[src/rtl/sos_out_requant_if.sv]
// Stream bundle for sos_out_requant: input side (Y from the SOS section) and
// output side (requantized sample). The slave modport is the requant stage's
// view; the master modport is the view of whatever sources input and sinks output.
interface sos_out_requant_if #(
  parameter int unsigned WII = 12,
  parameter int unsigned WFI = 26,
  parameter int unsigned WIQ = 3,
  parameter int unsigned WFQ = 7
);
  logic                   in_valid;
  logic                   in_ready;
  logic [WII+WFI-1:0]     Y_in;
  logic                   ovf_in;
  logic                   out_valid;
  logic                   out_ready;
  logic [WIQ+WFQ-1:0]     Q_out;
  logic                   sat_out;
  logic                   ovf_out;

  modport slave (
    input  in_valid, Y_in, ovf_in, out_ready,
    output in_ready, out_valid, Q_out, sat_out, ovf_out
  );

  modport master (
    output in_valid, Y_in, ovf_in, out_ready,
    input  in_ready, out_valid, Q_out, sat_out, ovf_out
  );
endinterface

[src/rtl/sos_out_requant.sv]
// Output requantizer for an SOS biquad section: Q(WII).(WFI) -> Q(WIQ).(WFQ)
// with round-half-up and saturation, in a 2-stage valid/ready pipeline.
// A sticky flag collects section overflows and output saturations.
// Optional feature macro: SOS_REQUANT_SATCNT_EN adds a 16-bit saturating
// counter of saturated output samples (port sat_count).
module sos_out_requant #(
  parameter int unsigned WII = 12,
  parameter int unsigned WFI = 26,
  parameter int unsigned WIQ = 3,
  parameter int unsigned WFQ = 7
) (
  input  logic                    CLK,
  input  logic                    RESET,
  sos_out_requant_if.slave        bus,
  input  logic                    clr_sticky,
  output logic                    sticky_ovf
`ifdef SOS_REQUANT_SATCNT_EN
  ,
  output logic [15:0]             sat_count
`endif
);

  localparam int unsigned WY = WII + WFI;      // input width
  localparam int unsigned WQ = WIQ + WFQ;      // output width
  localparam int unsigned WR = WII + WFQ + 1;  // rounded intermediate width
  localparam int unsigned SH = WFI - WFQ;      // fractional bits dropped

  // Half an output LSB, expressed at the input scale
  localparam logic [WY:0] RndK = {{(WY-SH+1){1'b0}}, 1'b1, {(SH-1){1'b0}}};
  localparam logic [WQ-1:0] QMax = {1'b0, {(WQ-1){1'b1}}};
  localparam logic [WQ-1:0] QMin = {1'b1, {(WQ-1){1'b0}}};

  logic          w_ld1;
  logic          w_ld2;
  logic [WY:0]   w_sum;
  logic [WR-1:0] w_r;
  logic          w_unused_lsb;
  logic [WR-WQ:0] w_hi;
  logic          w_fits;
  logic [WQ-1:0] w_q;
  logic          w_sat;
  logic          w_set;

  logic          r_s1_valid;
  logic [WR-1:0] r_s1_r;
  logic          r_s1_ovf;
  logic          r_out_valid;
  logic [WQ-1:0] r_q;
  logic          r_sat;
  logic          r_ovf;
  logic          r_sticky;

  // Advance enables; in_ready depends combinationally on out_ready
  assign w_ld2        = !r_out_valid || bus.out_ready;
  assign w_ld1        = !r_s1_valid || w_ld2;
  assign bus.in_ready = w_ld1;

  // Round half up: sign-extend by one bit so adding the half-LSB cannot wrap,
  // then the arithmetic shift is just a slice of the upper bits.
  assign w_sum        = {bus.Y_in[WY-1], bus.Y_in} + RndK;
  assign w_r          = w_sum[WY:SH];
  assign w_unused_lsb = ^w_sum[SH-1:0];

  // The value fits the output when all bits above the output sign bit match it
  always_comb begin
    w_hi   = r_s1_r[WR-1:WQ-1];
    w_fits = (&w_hi) || !(|w_hi);
    w_sat  = !w_fits;
    if (w_fits) begin
      w_q = r_s1_r[WQ-1:0];
    end else if (r_s1_r[WR-1]) begin
      w_q = QMin;
    end else begin
      w_q = QMax;
    end
  end

  assign w_set = w_ld2 && r_s1_valid && (r_s1_ovf || w_sat);

  // Stage 1: register the rounded sample and its overflow flag
  always_ff @(posedge CLK or negedge RESET) begin
    if (!RESET) begin
      r_s1_valid <= 1'b0;
      r_s1_r     <= '0;
      r_s1_ovf   <= 1'b0;
    end else if (w_ld1) begin
      r_s1_valid <= bus.in_valid;
      if (bus.in_valid) begin
        r_s1_r   <= w_r;
        r_s1_ovf <= bus.ovf_in;
      end
    end
  end

  // Stage 2: register the saturated output sample
  always_ff @(posedge CLK or negedge RESET) begin
    if (!RESET) begin
      r_out_valid <= 1'b0;
      r_q         <= '0;
      r_sat       <= 1'b0;
      r_ovf       <= 1'b0;
    end else if (w_ld2) begin
      r_out_valid <= r_s1_valid;
      if (r_s1_valid) begin
        r_q   <= w_q;
        r_sat <= w_sat;
        r_ovf <= r_s1_ovf;
      end
    end
  end

  // Sticky status: a new event takes priority over a clear in the same cycle
  always_ff @(posedge CLK or negedge RESET) begin
    if (!RESET) begin
      r_sticky <= 1'b0;
    end else if (w_set) begin
      r_sticky <= 1'b1;
    end else if (clr_sticky) begin
      r_sticky <= 1'b0;
    end
  end

  assign bus.out_valid = r_out_valid;
  assign bus.Q_out     = r_q;
  assign bus.sat_out   = r_sat;
  assign bus.ovf_out   = r_ovf;
  assign sticky_ovf    = r_sticky;

`ifdef SOS_REQUANT_SATCNT_EN
  logic        w_inc;
  logic [15:0] r_cnt;

  assign w_inc = w_ld2 && r_s1_valid && w_sat;

  // Saturation counter: clear and increment together leave a count of one
  always_ff @(posedge CLK or negedge RESET) begin
    if (!RESET) begin
      r_cnt <= '0;
    end else if (clr_sticky) begin
      r_cnt <= w_inc ? 16'd1 : 16'd0;
    end else if (w_inc && (r_cnt != 16'hFFFF)) begin
      r_cnt <= r_cnt + 16'd1;
    end
  end

  assign sat_count = r_cnt;
`endif

endmodule

[src/flat_wrapper.sv]
// flat-port wrapper written by rule: the top's interface ports become plain ports
module sos_out_requant_flat 
#(
  parameter int unsigned WII = 12,
  parameter int unsigned WFI = 26,
  parameter int unsigned WIQ = 3,
  parameter int unsigned WFQ = 7
)
  (CLK, RESET, clr_sticky, sticky_ovf, bus_in_valid, bus_Y_in, bus_ovf_in, bus_out_ready, bus_in_ready, bus_out_valid, bus_Q_out, bus_sat_out, bus_ovf_out);
  sos_out_requant_if #(.WII(WII), .WFI(WFI), .WIQ(WIQ), .WFQ(WFQ)) bus_i ();
  input  logic CLK;
  input  logic RESET;
  input  logic clr_sticky;
  output logic sticky_ovf;
  input wire logic [$bits(bus_i.in_valid)-1:0] bus_in_valid;
  input wire logic [$bits(bus_i.Y_in)-1:0] bus_Y_in;
  input wire logic [$bits(bus_i.ovf_in)-1:0] bus_ovf_in;
  input wire logic [$bits(bus_i.out_ready)-1:0] bus_out_ready;
  output wire logic [$bits(bus_i.in_ready)-1:0] bus_in_ready;
  output wire logic [$bits(bus_i.out_valid)-1:0] bus_out_valid;
  output wire logic [$bits(bus_i.Q_out)-1:0] bus_Q_out;
  output wire logic [$bits(bus_i.sat_out)-1:0] bus_sat_out;
  output wire logic [$bits(bus_i.ovf_out)-1:0] bus_ovf_out;
  assign bus_i.in_valid = bus_in_valid;
  assign bus_i.Y_in = bus_Y_in;
  assign bus_i.ovf_in = bus_ovf_in;
  assign bus_i.out_ready = bus_out_ready;
  assign bus_in_ready = bus_i.in_ready;
  assign bus_out_valid = bus_i.out_valid;
  assign bus_Q_out = bus_i.Q_out;
  assign bus_sat_out = bus_i.sat_out;
  assign bus_ovf_out = bus_i.ovf_out;
  sos_out_requant #(.WII(WII), .WFI(WFI), .WIQ(WIQ), .WFQ(WFQ)) u_core (.CLK(CLK), .RESET(RESET), .bus(bus_i), .clr_sticky(clr_sticky), .sticky_ovf(sticky_ovf));
endmodule
[config.mk]
export PLATFORM = sky130hd
export DESIGN_NAME = sos_out_requant_flat
export DESIGN_NICKNAME = d
export VERILOG_FILES = /design/src/rtl/sos_out_requant_if.sv /design/src/rtl/sos_out_requant.sv /design/src/flat_wrapper.sv
export SDC_FILE = /design/constraint.sdc
export NUM_CORES = 1
export LEC_CHECK = 0
export BUFFER_PORTS_ARGS = -buffer_cell sky130_fd_sc_hd__buf_2
export CAP_MARGIN = 0
export CORE_MARGIN = 2
export CORE_UTILIZATION = 45
export CTS_CLUSTER_DIAMETER = 30
export DETAILED_ROUTE_END_ITERATION = 10
export GPL_TIMING_DRIVEN = 0
export PLACE_DENSITY = 0.78
export SLEW_MARGIN = 20
export SYNTH_ARGS = -nofsm -noshare
export SYNTH_HDL_FRONTEND = slang
export SYNTH_SLANG_ARGS = --single-unit
[constraint.sdc]
create_clock -name CLK -period 1.5 [get_ports CLK]
set_clock_uncertainty 0.05 [all_clocks]
set_input_delay 0.075 -clock CLK [delete_from_list [all_inputs] [get_ports CLK]]
set_output_delay 0.075 -clock CLK [all_outputs]
set_load 0.1 [all_outputs]
### Word-level counts from Yosys, hierarchy flattened

Index checks and enable logic that the tools add are counted.

* add/subtract/negate cells: 1
* multipliers: 0
* div/mod/pow operators: 0
* order comparisons: 0
* eq/ne operators: 0
* shift-type cells: 0
* muxes and demuxes: 4
* bitwise operators: 0
* reductions and logical operators: 15

Operator list (number)
* 38-bit by 20-bit adder with 39-bit output (second input constant): 1
* 10-bit 2-to-1 mux: 2
* 11-bit AND reduction: 1
* 11-bit OR reduction: 1
* 1-bit logical NOT: 4
* 1-bit logical OR: 4
* 2-bit AND reduction: 2
* 1-bit logical AND: 2
* 1-bit 2-to-1 mux: 2
* 2-bit nonzero test: 1

* register bits: 36
* latch bits: 0
* RAM bits: 0
* memory bits (read-only): 0
* input port bits: 44
* output and inout port bits: 15
* word-level logic and storage cells: 28
* memories: 0

### Depth between registers and ports, before layout

* word-level depth: 7
* depth in mapped cells: 6

### Worst setup path after synthesis

OpenSTA, ideal clock, no wires.

* path type: register to register
* from: register u_core.r_out_valid, in the netlist u_core.bus.out_valid
* to: register u_core.r_s1_r[17]
* library setup time: 141 ps
* data arrival time: 2905 ps
* required time: 1309 ps
* path slack: -1596 ps
* cell stages (with the launch flop): 7
* buffers on the path: 2
* path through: dfrtp_1 nand3b_1 and2_1 clkbuf_1 clkbuf_1 nor2_1 a31oi_1

* longest elaborated chain between the ends: 4

Ends and longest elaborated chain
* start: declaration: RTL line sos_out_requant.sv:47 `logic r_out_valid;`
* start signal: assignment: RTL line sos_out_requant.sv:103 `r_out_valid <= r_s1_valid;`
* 1-bit logical NOT: RTL line sos_out_requant.sv:54 `assign w_ld2 = !r_out_valid || bus.out_ready;`
* 1-bit logical OR: RTL line sos_out_requant.sv:54
* 1-bit logical OR: RTL line sos_out_requant.sv:55 `assign w_ld1 = !r_s1_valid || w_ld2;`
* via bus_in_ready: RTL line flat_wrapper.sv:19 `output wire logic [$bits(bus_i.in_ready)-1:0] bus_in_ready;`
* 2-bit AND reduction (no source line)
* end signal: assignment: RTL line sos_out_requant.sv:89 `r_s1_r <= w_r;`
* end: declaration: RTL line sos_out_requant.sv:45 `logic [WR-1:0] r_s1_r;`

The timed path passes the listed nets, and every way through them passes these cells.
A chain may end at the register's enable or synchronous reset.

### Final worst setup path

* from: register u_core.r_s1_r[17]
* to: register u_core.r_sat, in the netlist u_core.bus.sat_out

* longest elaborated chain between the ends: 4
* elaborated cells on any way between the ends: 5

Ends and longest elaborated chain
* 11-bit OR reduction: RTL line sos_out_requant.sv:67 `w_fits = (&w_hi) || !(|w_hi);`
* 1-bit logical NOT: RTL line sos_out_requant.sv:67
* 1-bit logical OR *: RTL line sos_out_requant.sv:67
* 1-bit logical NOT *: RTL line sos_out_requant.sv:68 `w_sat = !w_fits;`
* end signal: assignment: RTL line sos_out_requant.sv:106 `r_sat <= w_sat;`
* end: declaration: RTL line sos_out_requant.sv:49 `logic r_sat;`

Every way passes the cells marked *; elsewhere a longest branch is shown, timed or not.

==> results.ini <==
[synthesis]
ys_ff_latch=36
synth-edff-count=0
synth_seq_area_share_pct=50.2
syn-num-nets=246
syn_inst=201
synth.avg_cell_area_um2=8.93
netlist_top_cells_area=dfrtp_1, nand2_1, xnor2_1
ys_types=29
yosysTopAreaCellShare_pct=50.2
yosysMostFrequentCell=nand2_1
synthFlopType=dfrtp_1
synth_top_area_cell=dfrtp_1
ys_async_sr_fraction_pct=100
synthTopCellsByCount=nand2_1, dfrtp_1, o21ai_0
ys_warn_count=0
synthesis.area_mm2=0.00179

[timing]
min_period_over_period_pct=101
hold_viol=0
layout_min_cycle_time_ps=1510
setup_slack_ps=-11.6
max_freq_mhz=662
finalMaxSlewViolations=0
slew_headroom_pct=48.8
holdWs_ps=21.0
finalSetupTns_ps=-11.6
rsz0062_at_grt=yes
setup_viol=1
worst_pin_slew_ps=768

[detailed_routing]
first_iter_violations=75
totalWireLength_um=3900
drc=0
wl_met3_um=185
route.met2.wl_um=1810
avgViaCountPerCell=5.22
postRouteAntennaNets=0
via_count=1604
top_layer_used=met4
wl_met1_um=1840
firstDrtPassIters=4
routedWlPerCell_um=12.7

[worst_setup_path]
cp.required_ps=1620
reg2reg_depth=4
cp_max_fo=10
critPathKind=flop to flop
timing.rr.end=u_core.bus.sat_out$_DFFE_PN0P_
worstReg2RegStart=u_core.r_s1_r[17]$_DFFE_PN0P_
crit_slowest_cell=dfrtp_1
cp_slowest_stage_delay_ps=390
crit_family=simple AND/OR/NAND/NOR gates
cp_cell_sequence=nand4_1, or3_4, and2_4, mux2_2
end_kind=flop
crit_buf_inv=0
reg2reg_slack_ps=-10
critPathArrivalTime_ps=1630
cp-start-kind=flop

[finish]
regArea_um2=905
final_cell_count_no_fill=307
synthToLayoutAreaGrowth_pct=31.0
antennaDiodeCount=0
drive_gt1_share_pct=28.2
final_nets=303
fillerInstances=351
fin_area_mm2=0.00235
multi_input_area_um2=862

[die]
die_area_mm2=0.00451
core_mm2=0.00374
start_util_pct=47.9
placementRows=22
boundaryPins=59
fp.dieH_um=67.1
die_w_um=67.1

[placed_design]
gp_congestion=0.779
postPlaceCellArea_mm2=0.00210
dp.cells=289
place_hpwl_um=2830
port_buffers=40

[cts]
clockBufferDepth=2
cts_buffers=5
clkLatencyLatePin_ps=280
clockRootBuffer=clkbuf_8
path_clk_slew_ps=70
cts_tree=built
cts.sinks=36
htree_num_levels=2

[power_and_ir_drop]
powerDensity_mw_per_mm2=1330
power.leakage_nw=1.02
vdd_drop_max_uv=638

[worst_hold_path]
hold_start=bus_Y_in[37]
worstHoldEndpoint=u_core.r_s1_r[18]$_DFFE_PN0P_
min_path_type=input port to flop
whs_path_depth=3

[grt]
overflow=0
antenna_found_initial=0
track_usage_pct=20.1
grt_pass1_vias=1501
grt_max_degree=37
grt_pass1_wl_um=6760

[run]
drv_cap=0

[outcome]
violations=setup timing
outcome=complete, but fails checks

==> registers in the layout, indices dropped and copies added, names as in the netlist <==
signal	flops
u_core.r_s1_ovf	1
u_core.bus.Q_out	10
u_core.bus.out_valid	1
u_core.sticky_ovf	1
u_core.bus.sat_out	1
u_core.r_s1_valid	1
u_core.bus.ovf_out	1
u_core.r_s1_r	20
==> final cells by class <==
cell class / instances / share of cell area [%]
Sequential cell: 36 / 38.5
Multi-Input combinational cell: 149 / 36.7
Timing Repair Buffer: 53 / 13.2
Clock buffer: 7 / 4.10
Buffer: 8 / 2.88
Tap cell: 48 / 2.56
Clock inverter: 1 / 1.28
Inverter: 5 / 0.799
==> logic make-up after synthesis <==
| logic type | after synthesis | share of synthesized area, % |
|---|---|---|
| AO/OA/AOI/OAI | 36 | 12.6 |
| XOR/XNOR | 12 | 5.86 |
| adder cells (fa/ha/maj) | 1 | 0.697 |
| buffers and inverters | 16 | 3.42 |
| flip-flops | 36 | 50.2 |
| multiplexers | 1 | 0.628 |
| AND/OR/NAND/NOR | 99 | 26.6 |
==> where the power goes <==
| part | switching, mW | internal (mW) | total, mW |
|---|---|---|---|
| clock | 0.325 | 0.586 | 0.911 |
| combinational | 0.762 | 0.242 | 1.00 |
| sequential | 0.0983 | 1.12 | 1.22 |
==> worst min-delay path, cell delays in order <==
cell	delay, ps
buf_2	110
o31ai_1	50
a31oi_1	80
==> cells in the final DEF (no fill, tap or decap), types with 2 or more instances in the layout <==
master,Yosys,final
nor2_1,9,9
or4_1,4,4
o211ai_1,9,9
and2_1,3,2
nor3_1,2,2
nor4_1,6,4
dfrtp_1,36,35
o31ai_1,4,4
clkbuf_8,0,10
inv_1,5,5
buf_2,0,39
nor4_2,0,2
o21ai_1,0,11
or3_1,5,4
o21ai_0,14,3
nand3_1,6,5
buf_4,0,11
a31oi_1,6,6
nand2_1,50,49
nand3_2,2,3
xnor2_1,11,11
nand2b_1,3,3
clkbuf_1,10,3
nand4_1,6,6
dlygate4sd3_1,0,4
==> per-layer routing <==
metal / vias to the layer above / track usage [%]
met3: 6 / 4.00
met1: 734 / 27.6
met4: 0 / 6.89
met2: 42 / 31.8
met5: - / 0
li1: 822 / -
==> stage by stage <==
stage / setup slack [ps] / utilization, % / power (mW)
final: -11.6 / 62.8 / 3.13
after CTS: 2.72 / 62.4 / 3.15
after detailed placement: -355 / 56.0 / 2.19
after global routing: -73.9 / 62.8 / 3.30
after floorplan: -975 / - / 1.97
after global placement: -323 / 56.0 / 2.17
==> repair_timing <==
action,4_1_cts,5_1_grt
resized for setup,8,3
hold buffers,4,0
setup buffers,7,2
endpoints found under the setup margin,13,14
pin swaps,6,3
endpoints found under the hold margin,39,0
==> worst max path at each step <==
| stage | startpoint | endpoint | slack (ps) | cells past startpoint |
|---|---|---|---|---|
| CTS | u_core.r_s1_r[18]$_DFFE_PN0P_ | u_core.bus.sat_out$_DFFE_PN0P_ | 3 | 4 |
| finish | u_core.r_s1_r[17]$_DFFE_PN0P_ | u_core.bus.sat_out$_DFFE_PN0P_ | -10 | 4 |
| floorplan | u_core.bus.out_valid$_DFFE_PN0P_ | u_core.r_s1_r[18]$_DFFE_PN0P_ | -980 | 6 |
| detailed placement | bus_Y_in[18] | u_core.r_s1_r[17]$_DFFE_PN0P_ | -350 | 7 |
| global placement | bus_Y_in[18] | u_core.r_s1_r[17]$_DFFE_PN0P_ | -320 | 7 |
| global route | u_core.r_s1_r[11]$_DFFE_PN0P_ | u_core.bus.sat_out$_DFFE_PN0P_ | -70 | 4 |
Note: power is estimated with default switching activity, not from simulation.
